**config.mk**
```make
export PLATFORM = sky130hd
export DESIGN_NAME = life_board_ctrl_flat
export DESIGN_NICKNAME = d
export VERILOG_FILES = /design/src/rtl/life_pkg.sv /design/src/rtl/life_board_ctrl_if.sv /design/src/rtl/life_rule.sv /design/src/rtl/life_board_ctrl.sv /design/src/flat_wrapper.sv
export SDC_FILE = /design/constraint.sdc
export NUM_CORES = 1
export LEC_CHECK = 0
export CORE_MARGIN = 2
export CORE_UTILIZATION = 50
export DETAILED_ROUTE_END_ITERATION = 7
export HOLD_SLACK_MARGIN = 0.15
export PLACE_DENSITY = 0.86
export SLEW_MARGIN = 20
export SYNTH_ARGS = -nofsm -noshare
export SYNTH_HDL_FRONTEND = slang
export SYNTH_SLANG_ARGS = --single-unit
export TNS_END_PERCENT = 50
```
**constraint.sdc**
```tcl
create_clock -name clk -period 12.3 [get_ports clk]
set_input_delay 1.845 -clock clk [delete_from_list [all_inputs] [get_ports clk]]
set_output_delay 1.845 -clock clk [all_outputs]
set_load 0.01 [all_outputs]
```
**src/rtl/life_pkg.sv**
```systemverilog
// Shared constants, FSM state type and neighbour tap positions for the life board sequencer.
package life_pkg;

  localparam int CELLS = 64;
  localparam int IDX_W = $clog2(CELLS);

  // Bit positions inside the 8-bit tap bus {lu,u,ru,l,r,ld,d,rd}
  localparam int LU = 7;
  localparam int U  = 6;
  localparam int RU = 5;
  localparam int L  = 4;
  localparam int R  = 3;
  localparam int LD = 2;
  localparam int D  = 1;
  localparam int RD = 0;

  typedef enum logic [1:0] {
    IDLE,
    LOAD,
    STEP,
    READ
  } state_t;

endpackage

```
**src/rtl/life_board_ctrl_if.sv**
```systemverilog
// Host-side command, load-stream and readout-stream bundle of the life board sequencer.
// Optional pop[6:0] live-cell count is present when LIFE_POPCOUNT_EN is defined.
interface life_board_ctrl_if #(
  parameter int GEN_W = 8
) ();

  logic             cmd_load;
  logic             cmd_step;
  logic             cmd_read;
  logic             cmd_abort;
  logic [GEN_W-1:0] gen_n;
  logic             ld_valid;
  logic             ld_bit;
  logic             ld_ready;
  logic             rd_valid;
  logic             rd_bit;
  logic             rd_ready;
  logic             busy;
  logic             done;
  logic             active_b;
`ifdef LIFE_POPCOUNT_EN
  logic [6:0]       pop;

  modport master (
    output cmd_load, cmd_step, cmd_read, cmd_abort, gen_n, ld_valid, ld_bit, rd_ready,
    input  ld_ready, rd_valid, rd_bit, busy, done, active_b, pop
  );

  modport slave (
    input  cmd_load, cmd_step, cmd_read, cmd_abort, gen_n, ld_valid, ld_bit, rd_ready,
    output ld_ready, rd_valid, rd_bit, busy, done, active_b, pop
  );
`else
  modport master (
    output cmd_load, cmd_step, cmd_read, cmd_abort, gen_n, ld_valid, ld_bit, rd_ready,
    input  ld_ready, rd_valid, rd_bit, busy, done, active_b
  );

  modport slave (
    input  cmd_load, cmd_step, cmd_read, cmd_abort, gen_n, ld_valid, ld_bit, rd_ready,
    output ld_ready, rd_valid, rd_bit, busy, done, active_b
  );
`endif

endinterface

```
**src/rtl/life_rule.sv**
```systemverilog
// Combinational life rule: count live neighbours and look the next cell state up in
// the birth/survive masks.
module life_rule
  import life_pkg::*;
#(
  parameter logic [8:0] BIRTH_MASK   = 9'b000001000,
  parameter logic [8:0] SURVIVE_MASK = 9'b000001100
) (
  input  logic       i_cur,
  input  logic [7:0] i_nbr,
  output logic       o_next
);

  logic [3:0] w_cnt;

  assign w_cnt = 4'(i_nbr[LU]) + 4'(i_nbr[U])  + 4'(i_nbr[RU]) + 4'(i_nbr[L])
               + 4'(i_nbr[R])  + 4'(i_nbr[LD]) + 4'(i_nbr[D])  + 4'(i_nbr[RD]);

  assign o_next = i_cur ? SURVIVE_MASK[w_cnt] : BIRTH_MASK[w_cnt];

endmodule

```
**src/rtl/life_board_ctrl.sv**
```systemverilog
// Sequencer for two 8x8 serial board arrays: load, ping-pong generation stepping, readout.
// Define LIFE_POPCOUNT_EN to add the live-cell counter on host.pop.
module life_board_ctrl
  import life_pkg::*;
#(
  parameter int         GEN_W        = 8,
  parameter logic [8:0] BIRTH_MASK   = 9'b000001000,
  parameter logic [8:0] SURVIVE_MASK = 9'b000001100
) (
  input  logic             clk,
  input  logic             rst_n,
  output logic [IDX_W-1:0] arr_cnt,
  output logic             a_data_in,
  input  logic             a_data_out,
  input  logic [7:0]       a_nbr,
  output logic             b_data_in,
  input  logic             b_data_out,
  input  logic [7:0]       b_nbr,
  life_board_ctrl_if.slave host
);

  localparam logic [IDX_W-1:0] LAST_IDX = IDX_W'(CELLS - 1);

  state_t           r_state;
  logic [IDX_W-1:0] r_cnt;
  logic [IDX_W-1:0] r_idx;
  logic [GEN_W-1:0] r_gen_left;
  logic             r_active_b;
  logic             r_abort_pend;
  logic             r_done;

  logic             w_src_out;
  logic [7:0]       w_src_nbr;
  logic             w_next;
  logic             w_slot;
  logic             w_ld_hs;
  logic             w_rd_hs;

  // The active array is always the source; during STEP the other one is the destination.
  assign w_src_out = r_active_b ? b_data_out : a_data_out;
  assign w_src_nbr = r_active_b ? b_nbr : a_nbr;
  assign w_slot    = (r_cnt == r_idx);
  assign w_ld_hs   = (r_state == LOAD) && w_slot && host.ld_valid;
  assign w_rd_hs   = (r_state == READ) && w_slot && host.rd_ready;

  life_rule #(
    .BIRTH_MASK   (BIRTH_MASK),
    .SURVIVE_MASK (SURVIVE_MASK)
  ) u_rule (
    .i_cur  (w_src_out),
    .i_nbr  (w_src_nbr),
    .o_next (w_next)
  );

  assign arr_cnt       = r_cnt;
  assign host.ld_ready = (r_state == LOAD) && w_slot;
  assign host.rd_valid = (r_state == READ) && w_slot;
  assign host.rd_bit   = w_src_out;
  assign host.busy     = (r_state != IDLE);
  assign host.done     = r_done;
  assign host.active_b = r_active_b;

  // NOTE: both outputs get their recirculate default before any override, so no latch forms.
  always_comb begin
    a_data_in = a_data_out;
    b_data_in = b_data_out;
    if (w_ld_hs) begin
      if (r_active_b) b_data_in = host.ld_bit;
      else            a_data_in = host.ld_bit;
    end
    if (r_state == STEP) begin
      if (r_active_b) a_data_in = w_next;
      else            b_data_in = w_next;
    end
  end

  // NOTE: state uses non-blocking assignments so every register sees pre-edge values.
  always_ff @(posedge clk or negedge rst_n) begin
    if (!rst_n) begin
      r_state      <= IDLE;
      r_cnt        <= '0;
      r_idx        <= '0;
      r_gen_left   <= '0;
      r_active_b   <= 1'b0;
      r_abort_pend <= 1'b0;
      r_done       <= 1'b0;
    end else begin
      r_cnt  <= r_cnt + IDX_W'(1);
      r_done <= 1'b0;
      case (r_state)
        IDLE: begin
          r_idx        <= '0;
          r_abort_pend <= 1'b0;
          if (host.cmd_load) begin
            r_state <= LOAD;
          end else if (host.cmd_step) begin
            if (host.gen_n == '0) begin
              r_done <= 1'b1;
            end else begin
              r_state    <= STEP;
              r_gen_left <= host.gen_n;
            end
          end else if (host.cmd_read) begin
            r_state <= READ;
          end
        end
        LOAD, READ: begin
          // The last handshake and abort both finish here, so one done pulse covers both.
          if (((w_ld_hs || w_rd_hs) && (r_idx == LAST_IDX)) || host.cmd_abort) begin
            r_state <= IDLE;
            r_done  <= 1'b1;
          end else if (w_ld_hs || w_rd_hs) begin
            r_idx <= r_idx + IDX_W'(1);
          end
        end
        STEP: begin
          if (host.cmd_abort) r_abort_pend <= 1'b1;
          if (r_idx == LAST_IDX) begin
            r_active_b <= ~r_active_b;
            r_gen_left <= r_gen_left - GEN_W'(1);
            r_idx      <= '0;
            if ((r_gen_left == GEN_W'(1)) || r_abort_pend || host.cmd_abort) begin
              r_state <= IDLE;
              r_done  <= 1'b1;
            end
          end else begin
            r_idx <= r_idx + IDX_W'(1);
          end
        end
        default: r_state <= IDLE;
      endcase
    end
  end

`ifdef LIFE_POPCOUNT_EN
  logic [6:0] r_pop;
  logic [6:0] r_pop_acc;
  logic [6:0] w_pop_nxt;

  assign w_pop_nxt = r_pop_acc + 7'((r_state == STEP) ? w_next : (w_ld_hs & host.ld_bit));
  assign host.pop  = r_pop;

  always_ff @(posedge clk or negedge rst_n) begin
    if (!rst_n) begin
      r_pop     <= '0;
      r_pop_acc <= '0;
    end else begin
      case (r_state)
        IDLE: r_pop_acc <= '0;
        LOAD: begin
          r_pop_acc <= w_pop_nxt;
          if ((w_ld_hs && (r_idx == LAST_IDX)) || host.cmd_abort) r_pop <= w_pop_nxt;
        end
        STEP: begin
          if (r_idx == LAST_IDX) begin
            r_pop     <= w_pop_nxt;
            r_pop_acc <= '0;
          end else begin
            r_pop_acc <= w_pop_nxt;
          end
        end
        default: ;
      endcase
    end
  end
`endif

endmodule
```
**src/flat_wrapper.sv**
```systemverilog
// flat-port wrapper written by rule: the top's interface ports become plain ports
module life_board_ctrl_flat import life_pkg::*;
#(
  parameter int         GEN_W        = 8,
  parameter logic [8:0] BIRTH_MASK   = 9'b000001000,
  parameter logic [8:0] SURVIVE_MASK = 9'b000001100
)
  (clk, rst_n, arr_cnt, a_data_in, a_data_out, a_nbr, b_data_in, b_data_out, b_nbr, host_cmd_load, host_cmd_step, host_cmd_read, host_cmd_abort, host_gen_n, host_ld_valid, host_ld_bit, host_rd_ready, host_ld_ready, host_rd_valid, host_rd_bit, host_busy, host_done, host_active_b);
  life_board_ctrl_if #(.GEN_W(GEN_W)) host_i ();
  input  logic clk;
  input  logic rst_n;
  output logic [IDX_W-1:0] arr_cnt;
  output logic a_data_in;
  input  logic a_data_out;
  input  logic [7:0] a_nbr;
  output logic b_data_in;
  input  logic b_data_out;
  input  logic [7:0] b_nbr;
  input wire logic [$bits(host_i.cmd_load)-1:0] host_cmd_load;
  input wire logic [$bits(host_i.cmd_step)-1:0] host_cmd_step;
  input wire logic [$bits(host_i.cmd_read)-1:0] host_cmd_read;
  input wire logic [$bits(host_i.cmd_abort)-1:0] host_cmd_abort;
  input wire logic [$bits(host_i.gen_n)-1:0] host_gen_n;
  input wire logic [$bits(host_i.ld_valid)-1:0] host_ld_valid;
  input wire logic [$bits(host_i.ld_bit)-1:0] host_ld_bit;
  input wire logic [$bits(host_i.rd_ready)-1:0] host_rd_ready;
  output wire logic [$bits(host_i.ld_ready)-1:0] host_ld_ready;
  output wire logic [$bits(host_i.rd_valid)-1:0] host_rd_valid;
  output wire logic [$bits(host_i.rd_bit)-1:0] host_rd_bit;
  output wire logic [$bits(host_i.busy)-1:0] host_busy;
  output wire logic [$bits(host_i.done)-1:0] host_done;
  output wire logic [$bits(host_i.active_b)-1:0] host_active_b;
  assign host_i.cmd_load = host_cmd_load;
  assign host_i.cmd_step = host_cmd_step;
  assign host_i.cmd_read = host_cmd_read;
  assign host_i.cmd_abort = host_cmd_abort;
  assign host_i.gen_n = host_gen_n;
  assign host_i.ld_valid = host_ld_valid;
  assign host_i.ld_bit = host_ld_bit;
  assign host_i.rd_ready = host_rd_ready;
  assign host_ld_ready = host_i.ld_ready;
  assign host_rd_valid = host_i.rd_valid;
  assign host_rd_bit = host_i.rd_bit;
  assign host_busy = host_i.busy;
  assign host_done = host_i.done;
  assign host_active_b = host_i.active_b;
  life_board_ctrl #(.GEN_W(GEN_W), .BIRTH_MASK(BIRTH_MASK), .SURVIVE_MASK(SURVIVE_MASK)) u_core (.clk(clk), .rst_n(rst_n), .arr_cnt(arr_cnt), .a_data_in(a_data_in), .a_data_out(a_data_out), .a_nbr(a_nbr), .b_data_in(b_data_in), .b_data_out(b_data_out), .b_nbr(b_nbr), .host(host_i));
endmodule
```
# Word level (Yosys, flattened, before mapping)
# Memory sizes are Yosys's and may differ from the RTL's.
# Index checks and enable logic that the tools add are counted.
word_totals:
  wordCells: 96
  mem_bits_ro: 32
  mem_count: 2
  regBits: 25
memory_table:
  columns: ["memory", "depth", "word_bits", "rd", "rd_clocked_by_memory_dff", "write_ports", "line", "text"]
  rows:
  - ["(name not given)", 16, 1, 1, 0, 0, "life_rule.sv:19", "assign o_next = i_cur ? SURVIVE_MASK[w_cnt] : BIRTH_MASK[w_cnt];"]
  - ["(name not given)", 16, 1, 1, 0, 0, "life_rule.sv:19", null]
op_classes:
  bitwise: 1
  muxes: 39
  reduce_logical: 19
  n_eq_ne: 17
  n_lt_le_gt_ge: 1
  addsub: 10
op_table:
  columns: ["op", "n"]
  rows:
  - ["$mux W8", 5]
  - ["$add A4 B1 Y4", 6]
  - ["$mux W1", 19]
  - ["$mux W6", 3]
  - ["$pmux W6 S3", 1]
  - ["$pmux W8 S2", 1]
  - ["$mux W2", 7]
  - ["$ne A2 B2 Y1 const B", 7]
  - ["$add A6 B1 Y6 const B", 2]
  - ["$reduce_and A5 Y1", 2]
  - ["$eq A8 B1 Y1 const B", 1]
  - ["$logic_not A8 Y1", 1]
  - ["$ne A4 B4 Y1 const B", 2]
  - ["$sub A8 B1 Y8 const B", 1]
  - ["$eq A6 B6 Y1", 1]
  - ["$eq A6 B6 Y1 const B", 1]
  - ["$pmux W2 S3", 1]
  - ["$reduce_and A2 Y1", 3]
  - ["$logic_and A1 B1 Y1", 5]
  - ["$lt A4 B5 Y1 const B", 1]
  - ["$eq A2 B2 Y1 const B", 2]
  - ["$logic_or A1 B1 Y1", 4]
  - ["$ne A2 B1 Y1 const B", 2]
  - ["$reduce_bool A2 Y1", 2]
  - ["7 further kinds", 7]

# Logic depth before layout (Yosys ltp)
logic_depth:
  depth_word: 13
  mapped_depth: 15
  depth_no_buf: 14

# Hierarchy
# A second synthesis with hierarchy kept.
unflattened:
  cells_unflattened: 226
  area_unflattened_um2: 2055.7
by_module_without_submodules:
  columns: ["mod", "instances", "cells_per_inst", "area_per_inst_um2"]
  rows:
  - ["life_board_ctrl", 1, 206, 1881.8]
  - ["life_rule", 1, 20, 173.9]

# Least setup slack after synthesis
# Ideal clock, no wire load.
synth_path:
  path_type: "input-to-output"
  startpoint: "input b_nbr[6]"
  endpoint: "output a_data_in"
  cell_stages: 12
  setup_slack_ns: 5.450
  arrival_time_ns: 5.005
  cell_sequence: "mux2_2 -> ha_1 -> fa_1 -> inv_1 -> fa_1 -> inv_1 -> fa_1 -> inv_1 -> fa_1 -> nor4_1 -> nand2_1 -> o211ai_1"
synth_via:
  elab_chain_cells: 13
synth_lines:
  columns: ["element", "line", "text"]
  rows:
  - ["from (decl)", "flat_wrapper.sv:18", "input logic [7:0] b_nbr;"]
  - ["$mux W8 (*)", "life_board_ctrl.sv:41", "assign w_src_nbr = r_active_b ? b_nbr : a_nbr;"]
  - ["$add A1 B1 Y2 (*)", "life_rule.sv:16", "assign w_cnt = 4'(i_nbr[LU]) + 4'(i_nbr[U]) + 4'(i_nbr[RU]) + 4'(i_nbr[L])"]
  - ["$add A4 B1 Y4 (*) (2 in series)", "life_rule.sv:16", null]
  - ["$add A4 B1 Y4 (*) (4 in series)", "life_rule.sv:17", "+ 4'(i_nbr[R]) + 4'(i_nbr[LD]) + 4'(i_nbr[D]) + 4'(i_nbr[RD]);"]
  - ["$mem_v2 Z16 W1", null, null]
  - ["$mux W1 (not written as such)", "life_rule.sv:19", null]
  - ["$mux W1 (*)", "life_rule.sv:19", null]
  - ["$mux W1 (*)", "life_board_ctrl.sv:72", "if (r_active_b) a_data_in = w_next;"]
  - ["$mux W1 (*)", "life_board_ctrl.sv:71", "if (r_state == STEP) begin"]
  - ["to (decl)", "flat_wrapper.sv:13", "output logic a_data_in;"]
# Every way passes the cells marked *; elsewhere a longest branch is shown, timed or not. The select of a mux whose other input is x is not followed.

# Final worst setup path
layout_path:
  startpoint: "input b_nbr[7]"
  endpoint: "output a_data_in"
# The elaborated chain is that of the path after synthesis.

==> reports/results.tsv <==
stage	metric	value	unit
pwr	seq_power_share	48.8	%
clock_tree	clkSlewWorstSetupHoldPaths	90	ps
pwr	power_switching	0.0000427	W
synth	netlist_instances	201	
critical_path	crit_required	10450	ps
synth	yosys_warnings	0	
routing	vias	1779	
synth	synth_area	0.00192	sq mm
final_layout	final_nets	295	
pwr	switching_share	25.4	%
global_route	grt_pass1_vias	1725	
placement	place_congestion	0.891	
synth	synth-main-ff-cell	dfrtp_1	
sta	fin_crit_sh	65.1	%
die	die_w	66.0	microns
pwr	clockPowerShare	30.3	%
synth	synth_edf_count	0	
synth	ys_ff_latch	25	
pwr	ir_drop	0.0440	mV
global_route	grt_use_total	24.2	%
final_layout	final_cell_mix	clkdlybuf4s50_1, dfrtp_1, nor2_1	
routing	wire_per_inst	15.7	microns
critical_path	crit_type	in2out	
clock_tree	cts_resized	0	
synth	synthArstFlopShare	100	%
routing	drt-initial-drc-count	215	
sta	max_freq	0.125	GHz
synth	syn_nets	247	
sta	worst_pin_slew	557	ps
sta	finalMaxSlewViolations	0	
routing	antenna_left	0	
sta	rsz0062_at_grt	false	
routing	avgViaCountPerCell	6.01	
critical_path	critPathTopFamily	adder cells	
critical_path	slowest_stage	clkdlybuf4s50_1	
global_route	grt.overflow.total	0	
sta	fin_setup_tns	0	ps
die	die_y	66.0	microns
final_layout	areaGrowthSynthToFinish	28.4	%
global_route	antenna_found_initial	0	
die	rows	22	
sta	relSlewSlack	62.9	%
final_layout	antennaDiodeCount	0	
routing	routed_wl	4.63	mm
status	status	finished clean	
flow_run	max_cap_violations	0	
critical_path	crit_path_frequent_cell	fa_1	
die	fp.dieArea	0.00435	sq mm
synth	synth_seq_area_share	32.6	%
clock_tree	clockBufferDepth	2	
die	ioPinCount	49	
critical_path	crit_fanout	2	
die	initial_utilization	52.0	%
clock_tree	cts_tree	built	
clock_tree	root_buffer	clkbuf_8	
pwr	p_per_area	68.3	mW/mm^2
clock_tree	cts_setup_buffers	0	
worst_hold_path	holdCritPathClass	reg2reg	
critical_path	critPathCaptureType	output pin	
pwr	internal-power	0.000126	W
routing	drtPass1Iterations	5	
sta	fin_crit	8010	ps
critical_path	cp_slowest_stage_delay	570	ps
sta	setup_viol	0	
clock_tree	postCtsHoldBufs	0	
critical_path	path_buf_inv	5	
critical_path	path_cells	clkdlybuf4s50_1 > mux2_2 > ha_1 > fa_1 > inv_1 > fa_1 > inv_1 > fa_1 > inv_1 > fa_1 > nor4_1 > nand2_1 > o211ai_1 > clkdlybuf4s50_1	
critical_path	crit_arrival	6170	ps
final_layout	final_layout_size_suffix_gt1_share	10.1	%
clock_tree	clkLatencyLatePin	280	ps
pwr	power_leakage	0.953	nW
pwr	pwr-share-comb	20.9	%
sta	skew	10.6	ps
synth	syn_avg_cell_area	9.55	sq um
placement	io_buffers	48	
synth	synth_cell_types	55	
placement	dpl.hpwl	3.51	mm
die	core	0.00369	sq mm
clock_tree	cts.sink_count	25	
final_layout	final_common_cell	clkdlybuf4s50_1	
routing	drc	0	
critical_path	start_kind	input pin	
clock_tree	cts_buffers	3	
sta	final_hold_viol_count	0	
sta	hold_ws	538	ps
global_route	grt_max_degree	26	
clock_tree	htreeDepth	1	
global_route	grt_pass1_wl	8.03	mm
-- logic make-up after synthesis --
logic type | Yosys count | synth area share, %
mux | 11 | 6.19
simple gates | 73 | 21.6
fa+ha+maj | 11 | 8.74
compound gates | 51 | 19.2
xor+xnor | 12 | 7.24
buf+inv | 18 | 4.43
flops | 25 | 32.6
-- final cells by class --
cell class	count	area, sq um
tap	48	60.1
timing repair buffer	48	475
multi-input combinational	158	1210
inverter	13	48.8
fill	292	1220
sequential	25	626
clock buffer	4	45.0
-- synthesized netlist by cell type (5+ instances only) --
master | count | area, sq um
inv_1 | 11 | 41.3
nand2_1 | 13 | 48.8
dfrtp_1 | 25 | 626
mux2_2 | 7 | 78.8
nand3_1 | 13 | 65.1
xnor2_1 | 8 | 70.1
and3_1 | 5 | 31.3
nor3_1 | 6 | 30.0
o21ai_0 | 5 | 25.0
nor2_1 | 16 | 60.1
a21oi_1 | 13 | 65.1
ha_1 | 7 | 87.6
-- final timing paths --
check	from	endpoint	slack [ps]	depth (start not counted)
max	b_nbr[7]	a_data_in	4290	14
min	u_core.r_gen_left[7]$_DFFE_PN0P_	u_core.r_gen_left[7]$_DFFE_PN0P_	540	1
max reg2reg	u_core.r_state[1]$_DFFE_PN0P_	u_core.r_state[1]$_DFFE_PN0P_	10150	5
min reg2reg	u_core.r_gen_left[7]$_DFFE_PN0P_	u_core.r_gen_left[7]$_DFFE_PN0P_	540	1
max in group asynchronous	rst_n	u_core.r_idx[3]$_DFFE_PN0P_	10380	1
min in group asynchronous	rst_n	u_core.r_idx[0]$_DFFE_PN0P_	1540	1
-- metrics by stage --
stage	setup slack [ps]	power (W)	instances	cell area [sq um]	util, %
5_1_grt	4080	0.000178	296	2460	66.8
2_1_floorplan	5450	0.0000993	201	1920	-
6_report	4290	0.000168	296	2460	66.8
3_5_place_dp	4280	0.000119	292	2420	65.7
3_3_place_gp	4450	0.000117	292	2420	65.7
4_1_cts	4260	0.000170	296	2470	66.9
-- per-layer routing --
metal / routed length [microns] / GRT usage (%)
met1: 1980 / 32.0
met2: 2270 / 38.6
met3: 301 / 4.60
met4: 78 / 10.5
met5: 0 / 0
-- registers in the layout, indices dropped and copies added, names as in the netlist --
register,cells
u_core.r_gen_left,8
u_core.arr_cnt,6
u_core.host.active_b,1
u_core.r_state,2
u_core.host.done,1
u_core.r_idx,6
u_core.r_abort_pend,1
-- power by group through the flow --
stage | Combinational, W | Sequential [W] | Clock [W]
6_report | 0.0000351 | 0.0000821 | 0.0000509
5_1_grt | 0.0000398 | 0.0000821 | 0.0000559
4_1_cts | 0.0000359 | 0.0000821 | 0.0000520
3_5_place_dp | 0.0000356 | 0.0000838 | 0
3_3_place_gp | 0.0000337 | 0.0000838 | 0
2_1_floorplan | 0.0000155 | 0.0000838 | 0
-- worst reg2reg max path, cell delays in order (launching register included) --
cell and delay [ps]:
dfrtp_1 580, nor2b_1 350, a21oi_2 140, nor4b_2 490, nand2_1 140, a221o_1 340
Note: power is estimated with default switching activity, not from simulation.
